## src/rtl/mbox_pkg.sv

```systemverilog
// mbox_pkg: shared state encoding and width constants for the MBOX request sequencer.
package mbox_pkg;
  localparam int ADR_W = 23;
  localparam int DATA_W = 36;
  localparam int CLR_W = 3;
  localparam int TIMEOUT = 64;
  typedef enum logic [1:0] {IDLE, MEM, RESP, SWEEP} state_t;
endpackage

```

## src/rtl/mbox_sweep_ctr.sv

```systemverilog
// mbox_sweep_ctr: sweep-pending flag and wrapping cache line counter stepped by the sequencer.
module mbox_sweep_ctr #(
  parameter int CLR_W = mbox_pkg::CLR_W
) (
  input  logic             clk,
  input  logic             resetN,
  input  logic             start,
  input  logic             adv,
  output logic             pending,
  output logic [CLR_W-1:0] idx,
  output logic             done
);
  assign done = &idx;
  // A start arriving on the final line is dropped: the sweep in flight already covers it.
  always_ff @(posedge clk or negedge resetN)
    if (!resetN) begin
      pending <= 1'b0;
      idx     <= '0;
    end else begin
      pending <= (adv && done) ? 1'b0 : (pending || start);
      if (adv) idx <= idx + CLR_W'(1);
    end
endmodule

```

## src/rtl/mbox_req_seq.sv

```systemverilog
// mbox_req_seq: arbitrates the MBOX memory port between EBOX requests and the cache-clear sweep.
// Optional MBOX_TIMEOUT_EN: abandon a memory cycle with an NXM strobe after TIMEOUT cycles.
module mbox_req_seq
  import mbox_pkg::*;
(
  input  logic              clk,
  input  logic              resetN,
  input  logic              eboxReq,
  input  logic              eboxRead,
  input  logic              eboxWrite,
  input  logic              eboxPSE,
  input  logic [ADR_W-1:0]  eboxVMA,
  input  logic [DATA_W-1:0] cacheDataWrite,
  output logic [DATA_W-1:0] cacheDataRead,
  output logic              mboxRespIn,
  input  logic              sweepStart,
  output logic              sweepBusy,
  output logic [CLR_W-1:0]  cacheClearer,
  output logic              clrWr,
  output logic              memReq,
  output logic              memWrite,
  output logic              memLock,
  output logic [ADR_W-1:0]  memAdr,
  output logic [DATA_W-1:0] memWData,
  input  logic              memAck,
  input  logic [DATA_W-1:0] memRData,
  output logic              nxmErr
);
  state_t state, nxt;
  logic wr_q, lock_q, pending, done, accept, tmo;
  assign accept = eboxReq && (state == IDLE || state == SWEEP);
  mbox_sweep_ctr #(.CLR_W(CLR_W)) u_sweep (
    .clk    (clk),
    .resetN (resetN),
    .start  (sweepStart),
    .adv    (state == SWEEP),
    .pending(pending),
    .idx    (cacheClearer),
    .done   (done)
  );
`ifdef MBOX_TIMEOUT_EN
  localparam int TW = $clog2(TIMEOUT + 1);
  logic [TW-1:0] tmr;
  always_ff @(posedge clk or negedge resetN)
    if (!resetN) tmr <= '0;
    else tmr <= (state == MEM) ? tmr + TW'(1) : '0;
  assign tmo = (state == MEM) && !memAck && (tmr == TW'(TIMEOUT - 1));
`else
  assign tmo = 1'b0;
`endif
  always_ff @(posedge clk or negedge resetN)
    if (!resetN) state <= IDLE;
    else state <= nxt;
  // EBOX wins over the sweep; a preempted sweep resumes on the line after the one just cleared.
  always_comb
    nxt = accept ? ((eboxRead || eboxWrite) ? MEM : RESP)
        : (state == IDLE) ? (pending ? SWEEP : IDLE)
        : (state == MEM) ? ((memAck || tmo) ? RESP : MEM)
        : (state == RESP) ? IDLE
        : (done ? IDLE : SWEEP);
  always_comb begin
    memReq     = state == MEM;
    memWrite   = memReq && wr_q;
    memLock    = memReq && lock_q;
    mboxRespIn = state == RESP;
    clrWr      = state == SWEEP;
    sweepBusy  = pending || clrWr;
    nxmErr     = tmo;
  end
  always_ff @(posedge clk or negedge resetN)
    if (!resetN) begin
      memAdr        <= '0;
      memWData      <= '0;
      wr_q          <= 1'b0;
      lock_q        <= 1'b0;
      cacheDataRead <= '0;
    end else begin
      if (accept) begin
        memAdr   <= eboxVMA;
        memWData <= cacheDataWrite;
        wr_q     <= eboxWrite && !eboxRead;
        lock_q   <= eboxPSE;
      end
      if (accept && !eboxRead && !eboxWrite) cacheDataRead <= '0;
      else if (state == MEM && (memAck || tmo)) cacheDataRead <= (memAck && !wr_q) ? memRData : '0;
    end
endmodule

```

## config.mk

```make
export PLATFORM = sky130hd
export DESIGN_NAME = mbox_req_seq
export DESIGN_NICKNAME = d
export VERILOG_FILES = /design/src/rtl/mbox_pkg.sv /design/src/rtl/mbox_sweep_ctr.sv /design/src/rtl/mbox_req_seq.sv
export SDC_FILE = /design/constraint.sdc
export NUM_CORES = 1
export LEC_CHECK = 0
export CORE_ASPECT_RATIO = 0.7
export CORE_UTILIZATION = 40
export DETAILED_ROUTE_END_ITERATION = 8
export GPL_TIMING_DRIVEN = 0
export PLACE_DENSITY_LB_ADDON = 0.15
export SETUP_SLACK_MARGIN = 0.15
export SKIP_LAST_GASP = 1
export SLEW_MARGIN = 20
export SYNTH_ARGS = -nofsm -noshare
export SYNTH_HDL_FRONTEND = slang
export SYNTH_SLANG_ARGS = --single-unit
```

## constraint.sdc

```tcl
create_clock -name clk -period 3.6 [get_ports clk]
set_input_delay 0.36 -clock clk [delete_from_list [all_inputs] [get_ports clk]]
set_output_delay 0.36 -clock clk [all_outputs]
set_load 0.02 [all_outputs]
```

# After elaboration in Yosys (flattened, before gate mapping)
# Index checks and enable logic that the tools add are counted.
# W data, S select, Z words.
# word_totals
register_bits,103
in_bits,103
out_inout_bits,105
word_cells,43
# classes
add_sub_neg,1
eq_ne,3
muxes,12
reduce_logical,19
# op_table
operator,n
$mux W36,3
$mux W2,8
$logic_and A1 B1 Y1,9
$eq A2 B2 Y1 const B,2
$logic_or A1 B1 Y1,4
$add A3 B1 Y3 const B,1
$logic_not A1 Y1,3
$reduce_and A3 Y1,1
$eq A2 B1 Y1 const B,1
$logic_not A2 Y1,1
$reduce_bool A2 Y1,1
$mux W1,1

# Logic depth before layout (Yosys ltp)
# depth
word_depth,6
depth_mapped,7
ltp_nobuf,5

# Cells and area by module
# Synthesis repeated with hierarchy kept, for this count alone.
# unflattened
cells_unflattened,329
area_unflattened_um2,4536.9
# by_module_without_submodules
module,instances,cells_each,area_per_inst_um2,seq_area_each_um2
mbox_req_seq,1,319,4371.7,2477.4
mbox_sweep_ctr,1,10,165.2,100.1

# Worst setup path before layout
# Ideal clock, no wire load.
# synth_path
kind,reg-to-output
start,reg state[1]
end,out memLock
arrival_ps,1408
required_time_ps,3240
path_slack_ps,1832
stages_incl_launch_ff,6
path_buffers,2
cell_sequence,dfrtp_1 -> inv_1 -> ha_1 -> buf_6 -> clkbuf_1 -> and2_1
# synth_between
elab_chain_cells,2
# synth_lines
element,line,rtl
start: declaration,mbox_req_seq.sv:29,"state_t state, nxt;"
start signal: assignment,mbox_req_seq.sv:53,else state <= nxt;
$eq A2 B1 Y1,mbox_req_seq.sv:62,memReq = state == MEM;
net memReq,mbox_req_seq.sv:20,"output logic memReq,"
$logic_and A1 B1 Y1,mbox_req_seq.sv:64,memLock = memReq && lock_q;
end: declaration,mbox_req_seq.sv:22,"output logic memLock,"
# The timed path passes the listed nets, and every way through them passes these cells.

# Final worst setup path
# layout_path
start,reg state[1]
end,out memLock
# layout_between
elab_chain_cells,2
# layout_lines
element,line
$eq A2 B1 Y1,mbox_req_seq.sv:62
$logic_and A1 B1 Y1,mbox_req_seq.sv:64
# No other way between the ends.

==> summary.md <==
| Metric | Value |
|---|---|
| Slew Limit Fails | `0` |
| Crit path buf inv count | `4` |
| Mapped Area | `approximately 0.0045 mm2` |
| Top delay family on crit path | `buffers and inverters` |
| Netlist cell types | `27` |
| P per Cell Area | `974 mW/mm2` |
| YS warnings | `0` |
| Resize count post-CTS | `0` |
| Fillers | `between 800 and 900` |
| Design Area, Final | `between 0.007 and 0.008 mm2` |
| # H-tree levels | `3` |
| CTS Buf Count | `9` |
| Clock Skew | `between 3 and 4 ps` |
| Vias per inst | `about 4.8` |
| Routed Antenna Nets | `0` |
| First-pass GRT wire length | `approximately 18000 um` |
| Synth async-reset ratio | `100%` |
| Clk buf depth | `2` |
| Seq cells post-synth | `about 100` |
| Wire per inst | `about 17 um` |
| PortBufs | `just over 200` |
| Final period util | `75.0%` |
| Achievable Freq | `~370 MHz` |
| CTS Hold Bufs | `1` |
| Final number of setup-violating endpoints | `0` |
| CTS tree | `yes` |
| First drt pass iteration count | `4` |
| Post-DP HPWL | `around 8400 um` |
| Worst Path Required | `3240 ps` |
| CTS clock-pin slew for the worst setup and hold paths | `70 ps` |
| Initial antenna violation count | `0` |
| Largest net degree at the start of global routing | `between 80 and 90` |
| Synth area leader | `dfrtp_1` |
| Run status | `finished, final reports clean` |
| Initial drt markers | `83` |
| Final min period | `2700 ps` |
| Total Power | `between 6000 and 7000 uW` |
| Die ar. | `0.0118 mm2` |
| Via count | `3419` |
| Number of synthesized flops with an enable pin | `0` |
| Multi-input logic area | `between 0.0015 and 0.002 mm2` |
| Diode count | `0` |
| CTS root buf | `clkbuf_16` |
| Leak | `around 0.0031 uW` |
| DP Cell Count | `690` |
| Seq/Total Area, Yosys | `between 50% and 60%` |
| Post-synth top area share | `between 50% and 60%` |
| CP max FO | `10` |
| Dpl ws | `~1300 ps` |
| RSZ-0062 raised after global routing | `no` |
| Synth Area per Inst | `between 10 and 15 um2` |
| Final worst slack | `~900 ps` |
| Grt ovf | `0` |
| CP arrival | `2340 ps` |
| IO Count | `approximately 210` |
| Slowest cell on crit path | `clkdlybuf4s50_1` |
| CP peak stage delay | `roughly 620 ps` |
| Initial Util | `between 40% and 50%` |
| Placement Cell Area | `0.00682 mm2` |
| Seq. cell area | `approximately 0.0026 mm2` |
| Postcts setup bufs | `0` |
| Die Wd | `around 130 um` |
| Crit start category | `flop` |
| Max cap viols | `0` |
| Vias in the first global route | `about 3500` |
| Placer Congestion | `between 0.7 and 0.8` |
| Clock sink count | `between 100 and 150` |
| Post-route insts no fill | `between 700 and 800` |
| Top cells by area, synth | `dfrtp_1 (57%), mux2_4 (19%), nand4b_1 (6.9%), a21oi_1 (4.3%), nand2_1 (3.1%)` |
| Fraction of layout cells with a size suffix above 1 | `about a fifth` |
| Die height | `between 90 and 100 um` |
| Row cnt | `32` |
| Setup slack, reg-to-reg | `approximately 1800 ps` |
| Most common cell in the netlist | `dfrtp_1` |
| WL final | `roughly 12000 um` |
| Synth Flop Type | `dfrtp_1` |
| Core area | `between 0.01 and 0.015 mm2` |
| Synth Instances | `between 300 and 400` |
| Hold WC Path Type | `in2async` |
| Total GRT Usage | `between 20% and 30%` |
| DRC viols | `0` |
| Top cells by count, synth | `dfrtp_1 (103), mux2_4 (56), a21oi_1 (39), nand2_1 (37), nand4b_1 (36)` |
| Crit path cell chain | `inv_1 > ha_1 > buf_6 > clkbuf_1 > and2_1 > clkdlybuf4s50_1` |
| Maximum vdd drop | `~0.47 mV` |
| Area Growth Syn to Fin | `57.2%` |
| Clk Latency, worst-skew pair | `approximately 350 ps` |
| CP Capture Type | `output pin` |
| CP Class | `reg2out` |
| Syn nets | `between 400 and 500` |
| Final #Nets | `~660` |
| Hold Vio Cnt, Final | `0` |
[cell usage in the layout (no fill, tap or decap), types with 4 or more instances in the layout]
master and instances:
clkdlybuf4s50_1 205, dfrtp_1 103, mux2_4 56, a21oi_1 39, nand2_1 37, nand4b_1 36
buf_6 10, buf_2 9, clkbuf_16 9, clkbuf_1 6, mux2_2 6, ha_1 6
buf_4 4
[power by group]
part / internal [uW] / switching [uW] / total, uW
logic: 2110 / 1760 / 3880
clock network: 545 / 455 / 1000
registers: 1750 / 329 / 2070
total: 4400 / 2550 / 6950
[metal layers]
| metal | global-route usage (%) | vias up | wire length [um] |
|---|---|---|---|
| li1 | - | 1603 | - |
| met1 | 28.1 | 1678 | 5340 |
| met2 | 32.1 | 128 | 5650 |
| met3 | 5.72 | 10 | 729 |
| met4 | 5.29 | 0 | 108 |
| met5 | 0 | - | 0 |
[sequential cells by signal, indices dropped and copies added (netlist names)]
register,cells
u_sweep.pending,1
memWData,36
memAdr,23
cacheDataRead,36
u_sweep.idx,3
lock_q,1
state,2
wr_q,1
[area by class of cell]
cell class,count,area share [%]
flip-flops and latches,103,36.1
repair buffers,208,29.5
multi-input cells,197,24.6
clock buffers,9,3.16
plain buffers,28,2.79
well taps,153,2.68
clock inverters,7,1.11
inverters,2,0.105
[through the flow]
| step | hold WS (ps) | util, % | TNS (ps) |
|---|---|---|---|
| finish | 416 | 64.8 | 0 |
| CTS | 420 | 64.8 | 0 |
| global placement | 482 | 61.7 | -173830 |
| global route | 425 | 64.8 | 0 |
| floorplan | 64.4 | - | 0 |
| detailed placement | 232 | 61.9 | 0 |
[worst paths after layout]
path,startpoint,depth (start not counted),endpoint
min reg2reg,lock_q,1,lock_q
min,resetN,2,memWData[33]
max reg2reg,state[0],7,cacheDataRead[16]
max,state[1],6,memLock
max in group asynchronous,resetN,3,state[0]
min in group clk,lock_q,1,lock_q
[cells by family (layout without fill, tap and decap cells)]
family | count (synthesis) | in the layout | synth area share [%]
XOR/XNOR | 1 | 1 | 0.193
flip-flops | 103 | 103 | 56.8
buffers and inverters | 30 | 254 | 4.55
AO/OA/AOI/OAI | 43 | 43 | 4.91
adder cells (fa/ha/maj) | 6 | 6 | 1.65
other | 1 | 1 | 0.0827
multiplexers | 62 | 62 | 20.0
AND/OR/NAND/NOR | 84 | 84 | 11.8
No activity file was read; power rests on OpenSTA's default activity.
==> RTL change 1, RTL diff (config.mk and constraints unchanged) <==
Register the output `nxmErr`, cleared by the reset; this adds one clock of latency there. The other outputs are not delayed to match.
--- a/src/rtl/mbox_req_seq.sv
+++ b/src/rtl/mbox_req_seq.sv
@@ -28,2 +28,4 @@
 );
+
+  logic nxmErr_d;
   state_t state, nxt;
@@ -67,3 +69,3 @@
     sweepBusy  = pending || clrWr;
-    nxmErr     = tmo;
+    nxmErr_d   = tmo;
   end
@@ -86,2 +88,10 @@
     end
+  always_ff @(posedge clk or negedge resetN) begin
+    if (!resetN) begin
+      nxmErr <= '0;
+    end else begin
+      nxmErr <= nxmErr_d;
+    end
+  end
+
 endmodule
Behaviour: unchanged (Yosys induction, for registers that start in step).
==> RTL change 1 against the original RTL <==
Sequential cell count is the same; global-route usage about the same; synthesized area shrank 0.11%; core utilization down 0.19 points; non-clock buffer count did not move; design area decreased by 0.30%; critical path type unchanged; largest cell class unchanged; worst setup slack gained 0.10 ns; first-iteration DRC count is 67% higher; power shrank 0.79%; wire length down 0.43%; sequential share of layout area is 0.11 points higher.
==> RTL change 1: results (changes against the original RTL) <==
| Metric | Value |
|---|---|
| Root Driver | clkbuf_16 |
| Max stage delay cell, worst path | clkdlybuf4s50_1 |
| Critical path launch point | state[1] |
| Setup slack, reg-to-reg | 1.94 ns (+0.10 ns) |
| Seq/Total Area, Yosys | 56.9% (+0.063 points) |
| Post-synthesis xor/xnor area fraction | 0.193% (+0.00021 points) |
| Number of synthesized flops with an enable pin | 0 (unchanged) |
| CP delay by family, top | buffers and inverters |
| Worst-Margin Slew | 0.508 ns |
| Initial drt markers | 139 (+67%) |
| Crit path largest cell delay | 0.62 ns (about the same) |
| I/O Buffers | 206 (unchanged) |
| Layout cells sized above 1 | 19.0% (-0.33 points) |
| Routed WL | 11.8 mm (-0.43%) |
| Nets | 658 (unchanged) |
| Multiplexer share of the synthesized area | 20.0% (+0.022 points) |
| Status | complete, no violations |
| Post-synthesis compound-gate area fraction | 4.91% (+0.0054 points) |
| CTS Buf Count | 9 (unchanged) |
| Tightest Hold Check Type | register to register |
| Clk buf depth | 2 (unchanged) |
| Post-route minimum period | 2.60 ns (-0.103 ns) |
| Vias per cell | 4.84 (about the same) |
| Arr. time, crit path | 2.24 ns (-0.10 ns) |
| Hpwl dp | 8.64 mm (+2.3%) |
| First-pass GRT wire length | 18.4 mm (+0.22%) |
| RR Startpoint | state[0] |
| Count leader, synth | dfrtp_1 |
| Routed via count | 3,416 (-0.088%) |
| Largest net degree at the start of global routing | 54 (-33%) |
| Vias in the first global route | 3,484 (+0.81%) |
| Filler cells | 851 (-0.35%) |
| # diodes | 0 (unchanged) |
| Post-Synth Adder-Cell Area | 1.66% (+0.0018 points) |
| DRT Pass-1 Iters | 4 (unchanged) |
| Largest registers | cacheDataRead x36, memWData x36, memAdr x23 |
| Total track usage | 20.6% (-0.028 points) |
| Worst clock skew | 0.00341 ns (-0.000187 ns) |
| Leading cell types by total area after synthesis | dfrtp_1 (57%), mux2_4 (19%), nand4b_1 (7.0%) |
| Peak supply drop | 0.000412 V (-13%) |
| YS warnings | 0 (unchanged) |
| CP Max Fanout | 10 (unchanged) |
| Average size of a mapped cell | 13.7 sq um (-0.11%) |
| Distinct cells, synth | 27 (unchanged) |
| Gpl congestion | 0.750 (-0.85%) |
| Lkg Pwr | 3.12 nW (about the same) |
| Worst slack, placed | 1.37 ns (+0.0992 ns) |
RTL change 1: cell types whose count changed in the layout (fill, tap and decap cells not counted):
cell / change
buf_2: +2
a31o_2: -1
a31o_1: +1
clkinv_4: -1
clkinv_2: +1
clkinvlp_4: -1
inv_6: -1
buf_6: -1
RTL change 1: area by class of cell:
cell class	count	share of cell area [%]
well taps	153	2.69
plain buffers	28	2.73
multi-input cells	197	24.6
flip-flops and latches	103	36.2
repair buffers	208	29.5
clock inverters	5	0.827
clock buffers	10	3.22
inverters	2	0.106
RTL change 1: per-layer routing:
layer / part of all wire, % / up-vias / global-route usage (%)
li1: - / 1609 / -
met4: 1.3 / 0 / 5.59
met1: 45 / 1686 / 27.8
met5: 0 / - / 0
met3: 6.7 / 13 / 5.89
met2: 47 / 108 / 32.1
RTL change 1: path summary, 6_finish.rpt:
kind / to / depth (start not counted)
worst max-delay path: memWrite / 6
worst min-delay path: lock_q / 1
worst max register to register: cacheDataRead[6] / 6
worst min register to register: lock_q / 1
max in group asynchronous: memAdr[7] / 3
min in group asynchronous: cacheDataRead[12] / 2
RTL change 1: report_power, final:
part           switching (mW)  internal (mW)
sequential              0.323           1.75
clock                   0.424          0.537
combinational            1.76           2.10
total                    2.51           4.39
RTL change 1: through the flow:
stage | cell area [sq um] | hold WS, ns
after floorplan | 4530 | 0.0644
after global placement | 6790 | 0.483
after detailed placement | 6810 | 0.351
after CTS | 7110 | 0.503
after global routing | 7110 | 0.519
final | 7110 | 0.500
RTL change 1: timing repair:
item / CTS / global route
hold buffers: 1 / 0
setup endpoints to repair: 0 / 0
endpoints found under the hold margin: 52 / 0
==> RTL change 2, RTL diff (same settings) <==
Without the edit above. Add a define of `MBOX_TIMEOUT_EN`.
--- a/src/rtl/mbox_req_seq.sv
+++ b/src/rtl/mbox_req_seq.sv
@@ -2,2 +2,4 @@
 // Optional MBOX_TIMEOUT_EN: abandon a memory cycle with an NXM strobe after TIMEOUT cycles.
+`define MBOX_TIMEOUT_EN
+
 module mbox_req_seq
Formal check against the unedited RTL: no difference found for any inputs over 10 cycles, from zero or initial values and one cycle with resetN low; that may be too few to reach the edited logic, so the function may still have changed.
==> RTL change 2 against the original RTL <==
The flow now finishes with violations (design-rule violations); worst setup slack got worse by 0.0066 ns; first-iteration DRC count increased by 110%; combinational power decreased by 16%; count of clock-buffer cells in the layout increased by 2; design area decreased by 4.5%; power decreased by 8.7%; synthesized area decreased by 6.4%; non-clock buffer count decreased by 6; critical path depth decreased by 1; wire length decreased by 3.2%; hold slack improved by 0.059 ns; sequential cell count increased by 7; via count increased by 5.6%.
==> RTL change 2: results (changes against the original RTL) <==
| Metric | Value |
|---|---|
| Status | complete, but fails checks |
| Failing checks | design-rule violations |
| FF/Latch Area | 0.00275 sq mm (+6.8%) |
| Largest net degree at the start of global routing | 69 (-15%) |
| CLK BUF | 11 (+2) |
| Initial drt markers | 172 (+110%) |
| Cell count after synthesis | 405 (+23%) |
| Synth top cells by count | nand2_1 (184), dfrtp_1 (110), a22o_1 (36) |
| Routed WL | 11.5 mm (-3.2%) |
| Vias per cell | 4.74 (-2.0%) |
| Worst clock skew | 0.00923 ns (+0.00563 ns) |
| Nets | 735 (+12%) |
| Post-Syn Area | 0.00425 sq mm (-6.4%) |
| Critical path launch point | tmr[0] |
| Invs w/o clock | 4 (+2) |
| Final Instance Count excl. Fillers | 762 (+7.8%) |
| Multi-input combinational cell count | 270 (+37%) |
| Vias in the first global route | 3,532 (+2.2%) |
| I/O Buffers | 207 (+0.49%) |
| Comb. pwr | 3.25 mW (-16%) |
| Lkg Pwr | 3.18 nW (+1.8%) |
| Sw frac | 39.3% (+2.7 points) |
| Peak supply drop | 0.000461 V (-2.4%) |
| Gpl congestion | 0.717 (-5.2%) |
| ClkCell Share | 4.31% (+0.052 points) |
| Clock share of power | 15.2% (+0.8 points) |
| CP delay by family, top | simple AND/OR/NAND/NOR gates |
| Placed cell areas | 0.00651 sq mm (-4.5%) |
| RR Startpoint | state[1] |
| DRT Pass-1 Iters | 6 (+2) |
| Layout cells sized above 1 | 4.13% (-15 points) |
| Worst slack, placed | 1.26 ns (-0.0163 ns) |
| Setup slack, reg-to-reg | 1.43 ns (-0.41 ns) |
| Area share of the largest cell type after synthesis | 64.8% (+8.0 points) |
| Post-synthesis compound-gate area fraction | 9.08% (+4.2 points) |
| Hpwl dp | 8.46 mm (+0.23%) |
| Post-layout util | 66.1% (+1.3 points) |
| Seq/Total Area, Yosys | 64.8% (+8.0 points) |
| DR DRC count | 10 (+10) |
[RTL change 2: changes by cell type after synthesis, moves of 4 or more]
cell / change
a21oi_1: -34
buf_4: -4
a22o_1: +36
nand2_1: +147
mux2_2: -4
clkbuf_1: +11
dfrtp_1: +7
mux2_4: -56
buf_2: -9
buf_6: -5
nor2_1: +5
nand4b_1: -35
[RTL change 2: metal layers]
layer	GRT usage, %	vias up	part of all wire, %
li1	-	1752	-
met3	8.74	6	8.3
met1	26.3	1740	43
met4	4.99	0	0.47
met5	0	-	0
met2	34.4	113	48
[RTL change 2: worst min-delay path by stage]
| stage | start | endpoint | slack, ns | depth (start not counted) |
|---|---|---|---|---|
| final | memAdr[18] | memAdr[18] | 0.47 | 2 |
| after global routing | memWData[25] | memWData[25] | 0.50 | 2 |
| after CTS | memWData[20] | memWData[20] | 0.48 | 2 |
| after detailed placement | resetN | cacheDataRead[3] | 0.31 | 1 |
| after global placement | memWData[22] | memWData[22] | 0.46 | 2 |
| after floorplan | resetN | cacheDataRead[0] | 0.06 | 0 |
